**config.mk**
```make
export PLATFORM = sky130hd
export DESIGN_NAME = freq_pulse_decoder
export DESIGN_NICKNAME = d
export VERILOG_FILES = /design/src/rtl/freq_pulse_decoder.sv
export SDC_FILE = /design/constraint.sdc
export NUM_CORES = 1
export LEC_CHECK = 0
export ABC_AREA = 1
export CELL_PAD_IN_SITES_DETAIL_PLACEMENT = 1
export CELL_PAD_IN_SITES_GLOBAL_PLACEMENT = 2
export CORE_MARGIN = 4
export CORE_UTILIZATION = 36
export CTS_CLUSTER_DIAMETER = 40
export DETAILED_ROUTE_END_ITERATION = 16
export GPL_TIMING_DRIVEN = 0
export PLACE_DENSITY_LB_ADDON = 0.1
export REMOVE_ABC_BUFFERS = 1
export SETUP_SLACK_MARGIN = 0.5
export SYNTH_ARGS = -nofsm -noshare
export SYNTH_HDL_FRONTEND = slang
export SYNTH_SLANG_ARGS = --single-unit
```
**constraint.sdc**
```tcl
create_clock -name clk -period 2.4 [get_ports clk]
set_clock_uncertainty 0.2 [all_clocks]
set_input_delay 0.48 -clock clk [delete_from_list [all_inputs] [get_ports clk]]
set_output_delay 0.48 -clock clk [all_outputs]
set_load 0.02 [all_outputs]
```
**src/rtl/freq_pulse_decoder.sv**
```systemverilog
// freq_pulse_decoder: recovers bytes from a frequency-keyed pulse train by counting edges per gate window.
// Define FREQ_DEC_PARITY_EN to add a 9th even-parity window per frame.
module freq_pulse_decoder #(
    parameter int GATE_CYCLES = 1000,
    parameter int CNT_W       = 8,
    parameter int ZERO_MIN    = 2,
    parameter int ZERO_MAX    = 5,
    parameter int ONE_MIN     = 8
) (
    input  logic       clk,
    input  logic       rst_n,
    input  logic       ena,
    input  logic       pulse_in,
    output logic [7:0] data_out,
    output logic       data_valid,
    output logic       bit_err,
    output logic       busy,
    output logic       parity_err
);
    localparam int WW = $clog2(GATE_CYCLES);
    localparam logic [WW-1:0]    WIN_LAST = WW'(GATE_CYCLES - 1);
    localparam logic [CNT_W-1:0] CNT_MAX  = '1;
    localparam logic [CNT_W-1:0] ZMIN     = CNT_W'(ZERO_MIN);
    localparam logic [CNT_W-1:0] ZMAX     = CNT_W'(ZERO_MAX);
    localparam logic [CNT_W-1:0] OMIN     = CNT_W'(ONE_MIN);

    typedef enum logic {IDLE, RECEIVE} state_t;

    state_t           state, state_nxt;
    logic             s1, s2, s3, rise;
    logic [WW-1:0]    win_cnt;
    logic [CNT_W-1:0] edge_cnt, total;
    logic [7:0]       shreg, sh_nxt;
    logic [3:0]       bit_cnt;
    logic             last, silent, one, err;

    assign rise = s2 & ~s3;
    assign busy = state == RECEIVE;

    always_ff @(posedge clk or negedge rst_n) begin
        if (!rst_n) begin
            {s1, s2, s3} <= '0;
            state        <= IDLE;
        end else begin
            {s1, s2, s3} <= {pulse_in, s1, s2};
            state        <= state_nxt;
        end
    end

    // total includes an edge arriving in the current cycle, so the last window cycle is classified in full
    always_comb begin
        total     = (edge_cnt == CNT_MAX) ? CNT_MAX : edge_cnt + CNT_W'(rise);
        last      = win_cnt == WIN_LAST;
        silent    = total < ZMIN;
        one       = total >= OMIN;
        err       = !silent && !one && total > ZMAX;
        sh_nxt    = {one, shreg[7:1]};
        state_nxt = state;
        if (!ena)
            state_nxt = IDLE;
        else if (state == IDLE)
            state_nxt = rise ? RECEIVE : IDLE;
        else if (last && (silent || err))
            state_nxt = IDLE;
    end

    always_ff @(posedge clk or negedge rst_n) begin
        if (!rst_n) begin
            win_cnt    <= '0;
            edge_cnt   <= '0;
            shreg      <= '0;
            bit_cnt    <= '0;
            data_out   <= '0;
            data_valid <= 1'b0;
            bit_err    <= 1'b0;
`ifdef FREQ_DEC_PARITY_EN
            parity_err <= 1'b0;
`endif
        end else begin
            data_valid <= 1'b0;
            bit_err    <= 1'b0;
`ifdef FREQ_DEC_PARITY_EN
            parity_err <= 1'b0;
`endif
            if (!ena || state == IDLE) begin
                win_cnt  <= (ena && rise) ? WW'(1) : '0;
                edge_cnt <= (ena && rise) ? CNT_W'(1) : '0;
                shreg    <= '0;
                bit_cnt  <= '0;
            end else if (!last) begin
                win_cnt  <= win_cnt + WW'(1);
                edge_cnt <= total;
            end else begin
                win_cnt  <= '0;
                edge_cnt <= '0;
                if (silent || err) begin
                    shreg   <= '0;
                    bit_cnt <= '0;
                    bit_err <= err;
                end
`ifdef FREQ_DEC_PARITY_EN
                else if (bit_cnt == 4'd8) begin
                    shreg   <= '0;
                    bit_cnt <= '0;
                    if (one == ^shreg) begin
                        data_out   <= shreg;
                        data_valid <= 1'b1;
                    end else begin
                        parity_err <= 1'b1;
                    end
                end
`endif
                else begin
                    shreg   <= sh_nxt;
                    bit_cnt <= bit_cnt + 4'd1;
`ifndef FREQ_DEC_PARITY_EN
                    if (bit_cnt == 4'd7) begin
                        bit_cnt    <= '0;
                        data_out   <= sh_nxt;
                        data_valid <= 1'b1;
                    end
`endif
                end
            end
        end
    end

`ifndef FREQ_DEC_PARITY_EN
    assign parity_err = 1'b0;
`endif
endmodule

```
==> impl_metrics.yaml <==
run_status:
  status: "complete, no violations"
synthesis:
  async_flop_share_pct: 100
  ys.flop_type: "dfrtp_1"
  netlist-cell-type-count: 30
  syn_area_mm2: 0.00207
  ys_seq_area_share_pct: 52.0
  yosysTopAreaCellShare_pct: 52.0
  synth-seq-cells: 43
  ys_warn_count: 0
  synth_top_area_cell: "dfrtp_1"
  syn-instance-count: 232
  synth_area_leaders: "dfrtp_1 52%, nand2_1 10%, inv_1 4.4%, nand4_1 4.2%, nand3_1 3.6%"
  syn_area_per_cell_um2: 8.92
  synth_edf_count: 0
sta:
  timing_hold_violations_final: 0
  fmax_mhz: 443
  finalWorstSetupSlack_ns: 0.142
  relSlewSlack_pct: 60.1
  worstMarginPinSlew_ns: 0.599
  final-setup-viol-count: 0
  maxSlewViolCount: 0
  holdWs_ns: 0.156
  fin_crit_ns: 2.26
  period_share_pct: 94.1
  finalSetupTns_ns: 0
  grt_setup_unrepaired: "yes"
cells_and_area:
  seqCellArea_mm2: 0.00108
  drive_gt1_share_pct: 26.1
  final_util_pct: 48.3
  syn_to_final_growth_pct: 29.3
  design_area_mm2: 0.00268
  multi_input_area_mm2: 0.00106
  num-fill-cells: 646
  fin_nets: 271
  diodes: 0
critical_path:
  required_ns: 2.41
  reg2reg_to: "data_out[4]"
  critPathKind: "flip-flop to flip-flop"
  reg2reg_from: "s2"
  arrival_ns: 2.27
  r2r_slack_ns: 0.14
  max_stage_delay_ns: 0.41
  critPathCaptureType: "flip-flop"
  critPathLaunch: "s2"
  cpMaxStageDelayCell: "dfrtp_1"
  r2r_cells: 11
  cp-start-kind: "flip-flop"
  crit_chain: "inv_2 > nor2_4 > ha_4 > ha_4 > xnor2_2 > o21a_1 > nand2_4 > nand3_4 > nand3_4 > nand2_1 > nand2_1"
  cp_max_fo: 6
grt:
  antenna_found_initial: 0
  grt_usage_pct: 15.2
  overflow: 0
  grt_pass1_wl_um: 8510
  grt_max_degree: 23
  grt_pass1_vias: 1698
routing:
  drc: 0
  num_vias: 1688
  first_iter_violations: 71
  post_drt_wl_per_cell_um: 15.3
  via_per_inst: 5.02
  detail-route-antenna-nets: 0
  firstDrtPassIters: 4
  routed_wl_um: 5140
clock_tree:
  cts_tree: "yes"
  htreeDepth: 2
  path_clk_slew_ns: 0.09
  cts_num_sinks: 43
  cts_made_buffers: 5
  root_buffer: "clkbuf_8"
  clk_latency_ns: 0.31
  cts_buffer_depth: 2
worst_hold_path:
  min_to: "s2"
  holdCritPathClass: "flip-flop to flip-flop"
  worstHoldStart: "s1"
  hold-path-cell-count: 0
placed_design:
  gp_congestion: 0.746
  post-place-ws_ns: -0.497
  place_area_mm2: 0.00227
  portBuffers: 14
  dp_hpwl_um: 3090
job:
  maxCapViolations: 0
floorplan:
  dieArea_mm2: 0.00703
  io_pins: 16
  core_mm2: 0.00554
  initial_core_util_pct: 37.4
  die_w_um: 83.8
  chipHeight_um: 83.8
  row_count: 27
power:
  ir_drop_uv: 288
  p_per_area_mw_per_mm2: 485
  leakage_nw: 1.31
area by class of cell:
type	instances	area share, %
flip-flops and latches	43	40.2
multi-input cells	161	39.5
repair buffers	26	9.68
inverters	26	3.83
well taps	72	3.37
clock buffers	5	2.57
clock inverters	3	0.888
cells by family after synthesis:
| kind of cell | count (synthesis) | synth area share (%) |
|---|---|---|
| AND/OR/NAND/NOR | 120 | 28.9 |
| XOR/XNOR | 5 | 2.12 |
| flip-flops | 43 | 52.0 |
| other | 1 | 0.181 |
| AO/OA/AOI/OAI | 26 | 7.13 |
| adder cells (fa/ha/maj) | 4 | 2.42 |
| buffers and inverters | 33 | 7.25 |
Yosys cell counts (2+ instances only):
cell / instances
xor2_1: 3
nand2_2: 7
buf_4: 3
nor2_1: 13
ha_1: 4
buf_6: 2
nand3_4: 2
clkbuf_1: 2
a31oi_1: 4
nand2_1: 55
dfrtp_1: 43
xnor2_1: 2
nor2_4: 2
nor3_1: 5
nand3_2: 2
inv_1: 24
nand3_1: 15
nor2_2: 3
o21ai_0: 10
nand4_1: 14
a21oi_1: 8
registers in the layout, indices dropped and copies added (netlist names):
register	flops
busy	1
data_out	8
edge_cnt	8
s3	1
bit_err	1
s1	1
data_valid	1
shreg	7
win_cnt	10
bit_cnt	4
s2	1
worst max path at each step:
stage                        endpoint  slack (ns)  cells past startpoint
after floorplan           data_out[0]        0.28                     11
after global placement     bit_cnt[0]       -0.58                      1
after detailed placement     shreg[6]       -0.50                      7
after CTS                 data_out[1]        0.13                     14
after global routing      data_out[3]        0.03                     11
final                     data_out[4]        0.14                     11
critical path, delay by kind of cell (launching register included):
kind                     cells  cell delay [ns]
flip-flops                   1             0.41
adder cells (fa/ha/maj)      2             0.35
AND/OR/NAND/NOR              6             0.66
buffers and inverters        1             0.09
XOR/XNOR                     1             0.21
AO/OA/AOI/OAI                1             0.25
metal layers:
metal / vias to the layer above / track usage, % / routed length [um]
li1: 839 / - / -
met2: 20 / 24.0 / 2550
met4: 0 / 4.82 / 46
met3: 4 / 3.55 / 160
met5: - / 0 / 0
met1: 825 / 20.6 / 2380
per-stage QoR:
stage / cells / total power, mW
CTS: 328 / 1.31
detailed placement: 312 / 0.810
floorplan: 225 / 0.773
finish: 336 / 1.30
global route: 336 / 1.36
global placement: 311 / 0.804
where the power goes:
part | switching, mW | leakage [nW] | internal, mW
sequential | 0.00628 | 0.592 | 0.731
clock | 0.279 | 0.0408 | 0.208
combinational | 0.0480 | 0.675 | 0.0244
timing repair:
item,CTS,global route
setup endpoints to repair,50,39
hold buffers,1,0
hold endpoints to repair,21,0
gates resized for setup,32,22
gates cloned,4,1
pin swaps,10,12
setup buffers,3,7
placed cells by master, fill, tap and decap left out, drive strengths merged, types with 2 or more instances in the layout:
cell type / n
nand2: 63
dfrtp: 43
inv: 27
nand3: 23
nor2: 18
nand4: 14
buf: 12
dlygate4sd2: 11
o21ai: 11
a21oi: 8
nor3: 5
clkbuf: 5
a31oi: 4
ha: 4
xor2: 3
clkinvlp: 2
clkdlybuf4s50: 2
xnor2: 2
Note: power is estimated with default switching activity, not from simulation.
